==> src/rtl/avalon_read_arbiter_if.sv <==
// Avalon-MM read-only bus bundle: read, address, byteenable requests and
// waitrequest, readdata, readdatavalid responses. Master drives requests.
interface avalon_read_arbiter_if #(
    parameter int ADDR_WIDTH = 32,
    parameter int DATA_WIDTH = 16
);
    logic                    read;
    logic [ADDR_WIDTH-1:0]   address;
    logic [DATA_WIDTH/8-1:0] byteenable;
    logic                    waitrequest;
    logic [DATA_WIDTH-1:0]   readdata;
    logic                    readdatavalid;

    modport master (
        output read, address, byteenable,
        input  waitrequest, readdata, readdatavalid
    );

    modport slave (
        input  read, address, byteenable,
        output waitrequest, readdata, readdatavalid
    );
endinterface

==> src/rtl/avalon_read_arbiter.sv <==
// Two-master arbiter onto one pipelined Avalon-MM read slave. m0 (video
// scan-out) has fixed priority; a starve counter guarantees m1 (blitter/CPU)
// a slot after STARVE_LIMIT consecutive m0 wins. A tag FIFO of owners routes
// each readdatavalid back in accept order.
// Ports: clk, reset (sync, active-high); m0/m1 slave-side buses; s master-side
// bus to memory; err_unexpected sticky flag for responses with nothing pending.
module avalon_read_arbiter #(
    parameter int ADDR_WIDTH        = 32,
    parameter int DATA_WIDTH        = 16,
    parameter int MAX_PENDING_READS = 4,
    parameter int STARVE_LIMIT      = 3
) (
    input  logic                   clk,
    input  logic                   reset,
    avalon_read_arbiter_if.slave   m0,
    avalon_read_arbiter_if.slave   m1,
    avalon_read_arbiter_if.master  s,
    output logic                   err_unexpected
);
    localparam int CW = $clog2(MAX_PENDING_READS + 1);
    localparam int PW = (MAX_PENDING_READS > 1) ? $clog2(MAX_PENDING_READS) : 1;
    localparam int SW = $clog2(STARVE_LIMIT + 1);
    localparam logic [CW-1:0] CNT_MAX    = CW'(MAX_PENDING_READS);
    localparam logic [PW-1:0] PTR_LAST   = PW'(MAX_PENDING_READS - 1);
    localparam logic [SW-1:0] STARVE_MAX = SW'(STARVE_LIMIT);

    logic [CW-1:0] count_q, count_d;
    logic [PW-1:0] wr_ptr_q, wr_ptr_d;
    logic [PW-1:0] rd_ptr_q, rd_ptr_d;
    logic          tag_q [MAX_PENDING_READS];
    logic          tag_d [MAX_PENDING_READS];
    logic          lock_q, lock_d;
    logic          lock_id_q, lock_id_d;
    logic [SW-1:0] starve_q, starve_d;
    logic          err_q, err_d;

    logic full;
    logic lock_live;
    logic gnt_vld;
    logic gnt_id;
    logic accept;
    logic pop;
    logic head_id;

    // Grant and request mux. A lock whose owner dropped read is ignored so
    // arbitration falls back to the normal priority rules.
    always_comb begin
        full      = (count_q == CNT_MAX);
        lock_live = lock_q & (lock_id_q ? m1.read : m0.read);
        gnt_vld   = 1'b0;
        gnt_id    = 1'b0;
        if (!reset && !full) begin
            if (lock_live) begin
                gnt_vld = 1'b1;
                gnt_id  = lock_id_q;
            end else if (m0.read && m1.read) begin
                gnt_vld = 1'b1;
                gnt_id  = (starve_q == STARVE_MAX);
            end else if (m0.read || m1.read) begin
                gnt_vld = 1'b1;
                gnt_id  = m1.read;
            end
        end

        s.read       = gnt_vld;
        s.address    = '0;
        s.byteenable = '0;
        if (gnt_vld) begin
            s.address    = gnt_id ? m1.address : m0.address;
            s.byteenable = gnt_id ? m1.byteenable : m0.byteenable;
        end

        m0.waitrequest = (gnt_vld && !gnt_id) ? s.waitrequest : 1'b1;
        m1.waitrequest = (gnt_vld &&  gnt_id) ? s.waitrequest : 1'b1;
        accept         = gnt_vld & ~s.waitrequest;

        // Response path: pop the owner at the FIFO head, no added latency.
        pop               = ~reset & s.readdatavalid & (count_q != '0);
        head_id           = tag_q[rd_ptr_q];
        m0.readdatavalid  = pop & ~head_id;
        m1.readdatavalid  = pop &  head_id;
        m0.readdata       = s.readdata;
        m1.readdata       = s.readdata;
        err_unexpected    = err_q;
    end

    always_comb begin
        tag_d    = tag_q;
        wr_ptr_d = wr_ptr_q;
        rd_ptr_d = rd_ptr_q;
        count_d  = count_q;
        starve_d = starve_q;
        if (accept) begin
            tag_d[wr_ptr_q] = gnt_id;
            wr_ptr_d = (wr_ptr_q == PTR_LAST) ? '0 : wr_ptr_q + PW'(1);
        end
        if (pop) begin
            rd_ptr_d = (rd_ptr_q == PTR_LAST) ? '0 : rd_ptr_q + PW'(1);
        end
        unique case ({accept, pop})
            2'b10:   count_d = count_q + CW'(1);
            2'b01:   count_d = count_q - CW'(1);
            default: count_d = count_q;
        endcase
        if (accept && gnt_id) begin
            starve_d = '0;
        end else if (accept && m1.read && starve_q != STARVE_MAX) begin
            starve_d = starve_q + SW'(1);
        end
        // A stalled request holds its grant; any accept or drop releases it.
        lock_d    = gnt_vld & s.waitrequest;
        lock_id_d = gnt_id;
        err_d     = err_q | (~reset & s.readdatavalid & (count_q == '0));
    end

    always_ff @(posedge clk) begin
        if (reset) begin
            count_q   <= '0;
            wr_ptr_q  <= '0;
            rd_ptr_q  <= '0;
            tag_q     <= '{default: 1'b0};
            lock_q    <= 1'b0;
            lock_id_q <= 1'b0;
            starve_q  <= '0;
            err_q     <= 1'b0;
        end else begin
            count_q   <= count_d;
            wr_ptr_q  <= wr_ptr_d;
            rd_ptr_q  <= rd_ptr_d;
            tag_q     <= tag_d;
            lock_q    <= lock_d;
            lock_id_q <= lock_id_d;
            starve_q  <= starve_d;
            err_q     <= err_d;
        end
    end
endmodule

==> src/flat_wrapper.sv <==
// flat-port wrapper written by rule: the top's interface ports become plain ports
module avalon_read_arbiter_flat 
#(
    parameter int ADDR_WIDTH        = 32,
    parameter int DATA_WIDTH        = 16,
    parameter int MAX_PENDING_READS = 4,
    parameter int STARVE_LIMIT      = 3
)
  (clk, reset, err_unexpected, m0_read, m0_address, m0_byteenable, m0_waitrequest, m0_readdata, m0_readdatavalid, m1_read, m1_address, m1_byteenable, m1_waitrequest, m1_readdata, m1_readdatavalid, s_read, s_address, s_byteenable, s_waitrequest, s_readdata, s_readdatavalid);
  avalon_read_arbiter_if #(.ADDR_WIDTH(ADDR_WIDTH), .DATA_WIDTH(DATA_WIDTH)) m0_i ();
  avalon_read_arbiter_if #(.ADDR_WIDTH(ADDR_WIDTH), .DATA_WIDTH(DATA_WIDTH)) m1_i ();
  avalon_read_arbiter_if #(.ADDR_WIDTH(ADDR_WIDTH), .DATA_WIDTH(DATA_WIDTH)) s_i ();
  input  logic clk;
  input  logic reset;
  output logic err_unexpected;
  input wire logic [$bits(m0_i.read)-1:0] m0_read;
  input wire logic [$bits(m0_i.address)-1:0] m0_address;
  input wire logic [$bits(m0_i.byteenable)-1:0] m0_byteenable;
  output wire logic [$bits(m0_i.waitrequest)-1:0] m0_waitrequest;
  output wire logic [$bits(m0_i.readdata)-1:0] m0_readdata;
  output wire logic [$bits(m0_i.readdatavalid)-1:0] m0_readdatavalid;
  input wire logic [$bits(m1_i.read)-1:0] m1_read;
  input wire logic [$bits(m1_i.address)-1:0] m1_address;
  input wire logic [$bits(m1_i.byteenable)-1:0] m1_byteenable;
  output wire logic [$bits(m1_i.waitrequest)-1:0] m1_waitrequest;
  output wire logic [$bits(m1_i.readdata)-1:0] m1_readdata;
  output wire logic [$bits(m1_i.readdatavalid)-1:0] m1_readdatavalid;
  output wire logic [$bits(s_i.read)-1:0] s_read;
  output wire logic [$bits(s_i.address)-1:0] s_address;
  output wire logic [$bits(s_i.byteenable)-1:0] s_byteenable;
  input wire logic [$bits(s_i.waitrequest)-1:0] s_waitrequest;
  input wire logic [$bits(s_i.readdata)-1:0] s_readdata;
  input wire logic [$bits(s_i.readdatavalid)-1:0] s_readdatavalid;
  assign m0_i.read = m0_read;
  assign m0_i.address = m0_address;
  assign m0_i.byteenable = m0_byteenable;
  assign m0_waitrequest = m0_i.waitrequest;
  assign m0_readdata = m0_i.readdata;
  assign m0_readdatavalid = m0_i.readdatavalid;
  assign m1_i.read = m1_read;
  assign m1_i.address = m1_address;
  assign m1_i.byteenable = m1_byteenable;
  assign m1_waitrequest = m1_i.waitrequest;
  assign m1_readdata = m1_i.readdata;
  assign m1_readdatavalid = m1_i.readdatavalid;
  assign s_read = s_i.read;
  assign s_address = s_i.address;
  assign s_byteenable = s_i.byteenable;
  assign s_i.waitrequest = s_waitrequest;
  assign s_i.readdata = s_readdata;
  assign s_i.readdatavalid = s_readdatavalid;
  avalon_read_arbiter #(.ADDR_WIDTH(ADDR_WIDTH), .DATA_WIDTH(DATA_WIDTH), .MAX_PENDING_READS(MAX_PENDING_READS), .STARVE_LIMIT(STARVE_LIMIT)) u_core (.clk(clk), .reset(reset), .m0(m0_i), .m1(m1_i), .s(s_i), .err_unexpected(err_unexpected));
endmodule
==> config.mk <==
export PLATFORM = sky130hd
export DESIGN_NAME = avalon_read_arbiter_flat
export DESIGN_NICKNAME = d
export VERILOG_FILES = /design/src/rtl/avalon_read_arbiter_if.sv /design/src/rtl/avalon_read_arbiter.sv /design/src/flat_wrapper.sv
export SDC_FILE = /design/constraint.sdc
export NUM_CORES = 1
export LEC_CHECK = 0
export ABC_AREA = 1
export ABC_CLOCK_PERIOD_IN_PS = 3000
export CAP_MARGIN = 20
export CORE_MARGIN = 2
export CORE_UTILIZATION = 33
export CTS_BUF_LIST = sky130_fd_sc_hd__clkbuf_4
export CTS_CLUSTER_SIZE = 24
export DETAILED_ROUTE_END_ITERATION = 6
export MAX_ROUTING_LAYER = met4
export PLACE_DENSITY = 0.95
export SYNTH_ARGS = -nofsm -noshare
export SYNTH_HDL_FRONTEND = slang
export SYNTH_SLANG_ARGS = --single-unit
==> constraint.sdc <==
create_clock -name clk -period 3 [get_ports clk]
set_input_delay 0.6 -clock clk [delete_from_list [all_inputs] [get_ports clk]]
set_output_delay 0.6 -clock clk [all_outputs]
set_load 0.01 [all_outputs]
==> flow_metrics.py, run 1 <==
metrics = {
    "status": {
        "status": "completed",
    },
    "floorplanning": {
        "die_w_um": 73.7,
        "std_cell_rows": 25,
        "die_y_um": 73.7,
        "io_pins": 162,
        "initial_utilization_pct": 34.1,
        "core_area_um2": 4690,
        "dieArea_um2": 5430,
    },
    "worst_setup_path": {
        "crit_type": "in -> out",
        "cp-startpoint": "m0_read",
        "cp_data_arrival_time_ns": 2.37,
        "ff2ff_setup_slack_ns": 0.99,
        "end_kind": "primary output",
        "r2r-start": "u_core.count_q[2]",
        "worstPathRequired_ns": 2.40,
        "cp-endpoint": "s_address[25]",
        "r2r_end": "u_core.count_q[2]",
        "reg2reg_depth": 10,
        "start_kind": "input pin",
        "cp_max_fo": 11,
    },
    "synth": {
        "yosys.area_share.adder_pct": 6.72,
        "synth_mux_area_share_pct": 0,
        "ys_top_cells_by_area": "nand2_1, dfxtp_1, buf_4",
        "synth_warnings": 0,
        "synth_area_per_cell_um2": 6.16,
        "synth_cell_types": 25,
        "netlist.area_leader.share_pct": 26.7,
        "ys_ff_latch": 16,
        "synth_compound_area_share_pct": 8.91,
        "synth_area_um2": 1600,
        "syn_inst": 260,
        "synth_xor_area_share_pct": 0,
        "synth_seq_area_share_pct": 20.0,
        "yosys.area_share.simple_pct": 40.5,
        "synth_top_area_cell": "nand2_1",
        "syn_nets": 358,
        "synth_top_family_by_area": "simple AND/OR/NAND/NOR gates",
    },
    "power": {
        "power.leakage_nw": 1.66,
        "peakVddDrop_v": 0.000109,
        "power.density_nw_per_um2": 259,
    },
    "place": {
        "dpl_cell_area_um2": 2610,
        "gp_routability_congestion": 0.836,
        "pre_cts_slack_ns": -0.0476,
        "dp_hpwl_mm": 4.58,
        "port_buffers": 113,
    },
    "global_routing": {
        "grt_overflow_total": 0,
        "grt_antenna_before_repair": 0,
        "grt_pass1_vias": 1790,
        "grt_util_all_layers_pct": 19.5,
        "grt_pass1_wl_mm": 8.13,
        "grt_max_degree": 25,
    },
    "layout": {
        "fill_cells": 392,
        "layout_commonest_cell": "nand2_1",
        "area_growth_pct": 71.0,
        "final_cell_mix": "nand2_1, clkdlybuf4s50_1, dlymetal6s2s_1",
        "final_util_pct": 58.4,
        "drive_above_1_share_pct": 8.52,
        "fin_nets": 451,
        "diodes": 0,
        "stdcell_area_um2": 2740,
    },
    "clock_network": {
        "postCtsHoldBufs": 0,
        "post_cts_buffers": 0,
        "clk_path_buf_depth": 2,
        "cts_buffers": 3,
        "htree_levels": 1,
        "root_buffer": "clkbuf_4",
        "clock_sinks": 16,
        "cts_tree": "done",
        "cts.reportedPaths.clkPinSlew_ns": 0.09,
        "clk_latency_ns": 0.29,
    },
    "timing": {
        "hold_viol": 0,
        "fin_skew_ns": 0.00287,
        "finalCritPeriodShare_pct": 99.1,
        "period_minus_slack_ns": 2.97,
        "relSlewSlack_pct": 83.8,
        "fmax_ghz": 0.337,
        "rsz0062_at_grt": "true",
        "worst_slack_ns": 0.0284,
        "drv_slew": 0,
        "setup_viol": 0,
        "worst_pin_slew_ns": 0.241,
    },
    "flow_run": {
        "maxCapViolCount": 0,
    },
    "detailed_routing": {
        "drc": 0,
        "drt-total-wl_mm": 5.95,
        "firstDrtPassIters": 4,
        "via_per_inst": 4.79,
        "vias": 1946,
        "first_iter_violations": 80,
        "wire_per_inst_um": 14.6,
        "postRouteAntennaNets": 0,
    },
    "hold_path": {
        "hold_path_class": "reg -> reg",
    },
}
-- metal layers --
metal,track usage [%],vias to the layer above,wire [µm]
met5,-,-,0
met4,4.65,0,110
met3,4.66,14,440
met2,35.1,93,3130
met1,21.4,884,2270
li1,-,955,-
-- registers in the layout, summed over array words and instances (netlist names) --
register / flops
u_core.err_unexpected: 1
u_core.count_q: 3
u_core.rd_ptr_q: 2
u_core.lock_q: 1
u_core.lock_id_q: 1
u_core.wr_ptr_q: 2
u_core.starve_q: 2
u_core.tag_q: 4
-- layout make-up --
cell class	instances	area, µm²	share of cell area, %
clock buffers	3	22.5	0.822
repair buffers	128	1350	49.2
multi-input cells	184	901	32.9
clock inverters	1	3.75	0.137
flip-flops and latches	16	320	11.7
inverters	20	75.1	2.74
well taps	54	67.6	2.47
-- critical path, stage by stage --
cell and delay (ns):
clkdlybuf4s50_1 0.49, nand3_1 0.14, nand2_2 0.15, nor2_8 0.06, nor2_8 0.14, buf_12 0.15, nand2_1 0.06, nand2_1 0.05
clkdlybuf4s50_1 0.53
-- synthesized netlist by cell type --
| master | count |
|---|---|
| nand3_1 | 4 |
| a21oi_1 | 10 |
| a31oi_1 | 1 |
| nand2_2 | 1 |
| inv_2 | 2 |
| buf_6 | 3 |
| nor2_8 | 2 |
| fa_1 | 1 |
| o21bai_1 | 2 |
| nand4_1 | 1 |
| dfxtp_1 | 16 |
| o21ai_0 | 13 |
| o22ai_1 | 1 |
| clkbuf_1 | 1 |
| nand4_2 | 1 |
| nand2_4 | 2 |
| ha_1 | 7 |
| buf_4 | 36 |
| nor2_1 | 19 |
| nor2_2 | 2 |
| inv_1 | 18 |
| nand2_1 | 114 |
| and2_1 | 1 |
| nor3_1 | 1 |
| nand3_4 | 1 |
-- worst min-delay path by stage --
stage	start	slack, ns	cells after the start	end
CTS	u_core.starve_q[1]	0.49	2	u_core.starve_q[1]
global placement	u_core.err_unexpected	0.46	2	u_core.err_unexpected
detailed placement	u_core.starve_q[1]	0.48	2	u_core.starve_q[1]
floorplan	u_core.starve_q[1]	0.45	2	u_core.starve_q[1]
global route	u_core.starve_q[1]	0.53	2	u_core.starve_q[1]
finish	u_core.starve_q[1]	0.50	2	u_core.starve_q[1]
-- cells by family after synthesis --
kind of cell             count (synthesis)
AO/OA/AOI/OAI                           27
adder cells (fa/ha/maj)                  8
buffers and inverters                   60
flip-flops                              16
AND/OR/NAND/NOR                        149
-- per-stage QoR --
step | cells | hold slack, ns | setup TNS [ns] | total power, W
global placement | 401 | 0.462 | 0 | 0.000585
CTS | 405 | 0.494 | 0 | 0.000709
global route | 406 | 0.534 | -0.0277 | 0.000750
floorplan | 260 | 0.451 | 0 | 0.000421
finish | 406 | 0.502 | 0 | 0.000710
detailed placement | 401 | 0.478 | -0.587 | 0.000594
-- power breakdown --
group	switching, W	internal, W
logic	0.000153	0.000202
clock network	0.0000707	0.0000483
registers	0.0000106	0.000225
total	0.000234	0.000476
-- timing repair --
item,CTS,global route
pin swaps,0,0
gates cloned,0,1
resized for setup,5,30
endpoints found under the setup margin,25,30
Power figures use the tool's default switching activity.
==> run 2, diff against run 1 <==
--- a/config.mk
+++ b/config.mk
@@ -8,7 +8,6 @@
 export ABC_AREA = 1
 export ABC_CLOCK_PERIOD_IN_PS = 3000
 export CAP_MARGIN = 20
-export CORE_MARGIN = 2
 export CORE_UTILIZATION = 33
 export CTS_BUF_LIST = sky130_fd_sc_hd__clkbuf_4
 export CTS_CLUSTER_SIZE = 24
==> run 2 against run 1 <==
Clock skew increased by 0.0053 ns. Flip-flop and latch count unchanged. Critical path depth unchanged. Hold slack got worse by 0.025 ns. Via count decreased by 2.2%. Non-clock buffer count decreased by 1. Global-route usage increased by 2.3 points. Largest cell class unchanged.
==> flow_metrics.py, run 2 (synthesized netlist as in run 1, its figures left out) <==
metrics = {
    "layout": {
        "largest_register_ffs": 4,
        "area_growth_pct": 71.6,
        "final_cell_mix": "nand2_1, clkdlybuf4s50_1, dlymetal6s2s_1",
        "diodes": 0,
        "drive_above_1_share_pct": 8.57,
        "fin_nets": 450,
        "largestRegisters": "u_core.tag_q x4, u_core.count_q x3",
        "fill_cells": 396,
        "stdcell_area_um2": 2750,
        "top_register": "u_core.tag_q",
        "layout_commonest_cell": "nand2_1",
    },
    "place": {
        "dp_hpwl_mm": 4.61,
        "port_buffers": 113,
        "gp_routability_congestion": 0.780,
        "dpl_cell_area_um2": 2610,
    },
    "global_routing": {
        "grt_pass1_vias": 1853,
        "grt_util_all_layers_pct": 21.8,
        "grt_pass1_wl_mm": 8.65,
        "grt_overflow_total": 0,
        "grt_antenna_before_repair": 0,
        "grt_max_degree": 37,
    },
    "timing": {
        "period_minus_slack_ns": 2.92,
        "worst_pin_slew_ns": 0.367,
        "relSlewSlack_pct": 75.4,
        "hold_viol": 0,
        "finalCritPeriodShare_pct": 97.2,
        "drv_slew": 0,
        "fin_skew_ns": 0.00817,
        "rsz0062_at_grt": "true",
        "fmax_ghz": 0.343,
        "setup_viol": 0,
    },
    "floorplanning": {
        "die_y_um": 71.7,
        "core_area_um2": 4500,
        "dieArea_um2": 5140,
        "initial_utilization_pct": 35.6,
        "io_pins": 162,
        "die_w_um": 71.7,
        "std_cell_rows": 24,
    },
    "power": {
        "pwr-share-comb_pct": 50.4,
        "p_total_w": 0.000701,
        "peakVddDrop_v": 0.000183,
        "power.leakage_nw": 1.63,
        "netSwitchingFraction_pct": 32.1,
        "p_int_w": 0.000476,
        "power.density_nw_per_um2": 255,
        "power_switching_w": 0.000225,
        "sequentialPowerShare_pct": 33.7,
        "p_clk_share_pct": 16.0,
    },
    "detailed_routing": {
        "postRouteAntennaNets": 0,
        "first_iter_violations": 45,
        "firstDrtPassIters": 4,
        "vias": 1903,
        "drc": 0,
        "via_per_inst": 4.73,
        "drt-total-wl_mm": 5.73,
        "wire_per_inst_um": 14.3,
    },
    "worst_setup_path": {
        "worstPathRequired_ns": 2.40,
        "start_kind": "input pin",
        "cp_data_arrival_time_ns": 2.32,
        "crit_type": "in -> out",
        "end_kind": "primary output",
        "cp_max_fo": 13,
    },
    "clock_network": {
        "root_buffer": "clkbuf_4",
        "clk_path_buf_depth": 2,
        "clock_sinks": 16,
        "clk_latency_ns": 0.29,
        "cts_tree": "done",
        "cts.reportedPaths.clkPinSlew_ns": 0.08,
        "htree_levels": 1,
        "cts_buffers": 3,
    },
    "hold_path": {
        "hold_path_class": "reg -> reg",
    },
    "flow_run": {
        "maxCapViolCount": 0,
    },
    "status": {
        "status": "completed",
    },
}
## run 2: cell types whose count changed in the layout (fill, tap and decap cells not counted)
cell,delta
buf_12,+2
nor2_2,+1
clkdlybuf4s50_1,+2
buf_4,-3
nor2_1,-1
clkinv_1,-1
dlymetal6s2s_1,-2
## run 2: final timing paths
check | startpoint | to | slack, ns | depth (start not counted)
max reg2reg | u_core.count_q[2] | u_core.count_q[2] | 0.87 | 10
min | u_core.err_unexpected | u_core.err_unexpected | 0.48 | 2
min reg2reg | u_core.err_unexpected | u_core.err_unexpected | 0.48 | 2
max | m0_read | s_address[28] | 0.08 | 9
## run 2: layout make-up
class	instances	area, µm²	share of cell area, %
sequential	16	320	11.7
clock buffer	3	22.5	0.820
tap	52	65.1	2.37
inverter	20	75.1	2.73
multi-input combinational	184	903	32.9
timing repair buffer	127	1360	49.5
## run 2: power groups by stage
| stage | clock network (W) | registers [W] | logic (W) |
|---|---|---|---|
| after floorplan | 0 | 0.000239 | 0.000182 |
| after global placement | 0 | 0.000239 | 0.000346 |
| after detailed placement | 0 | 0.000241 | 0.000356 |
| after CTS | 0.000116 | 0.000236 | 0.000357 |
| after global routing | 0.000125 | 0.000237 | 0.000385 |
| final | 0.000112 | 0.000236 | 0.000353 |
## run 2: critical path, stage by stage
cell and delay [ns]:
clkdlybuf4s50_1 0.48, nand3_1 0.12, nand2_2 0.15, nor2_8 0.06, nor2_8 0.11, buf_12 0.14
nand2_1 0.06, nand2_1 0.05, clkdlybuf4s50_1 0.54
## run 2: per-stage QoR
step | instances | TNS, ns | setup slack, ns | hold slack [ns] | utilization, %
2_1_floorplan | 260 | 0 | 0.887 | 0.451 | -
3_3_place_gp | 396 | 0 | 0.000203 | 0.449 | 57.9
3_5_place_dp | 396 | -0.0723 | -0.0421 | 0.459 | 57.9
4_1_cts | 399 | 0 | 0.0381 | 0.480 | 58.4
5_1_grt | 402 | 0 | 0.000548 | 0.533 | 61.0
6_report | 402 | 0 | 0.0835 | 0.478 | 61.0
## run 2: what timing repair did
| item | 4_1_cts | 5_1_grt |
|---|---|---|
| gates cloned | 0 | 1 |
| setup buffers | 0 | 2 |
| setup endpoints to repair | 9 | 31 |
| pin swaps | 0 | 1 |
| gates resized for setup | 4 | 30 |
| hold buffers | 0 | 0 |
## run 2: layer usage
metal | track usage (%) | up-vias | share of wire [%]
li1 | - | 950 | -
met1 | 22.2 | 846 | 36
met2 | 39.8 | 100 | 52
met3 | 8.58 | 7 | 12
met4 | 3.92 | 0 | 1.1
met5 | - | - | 0
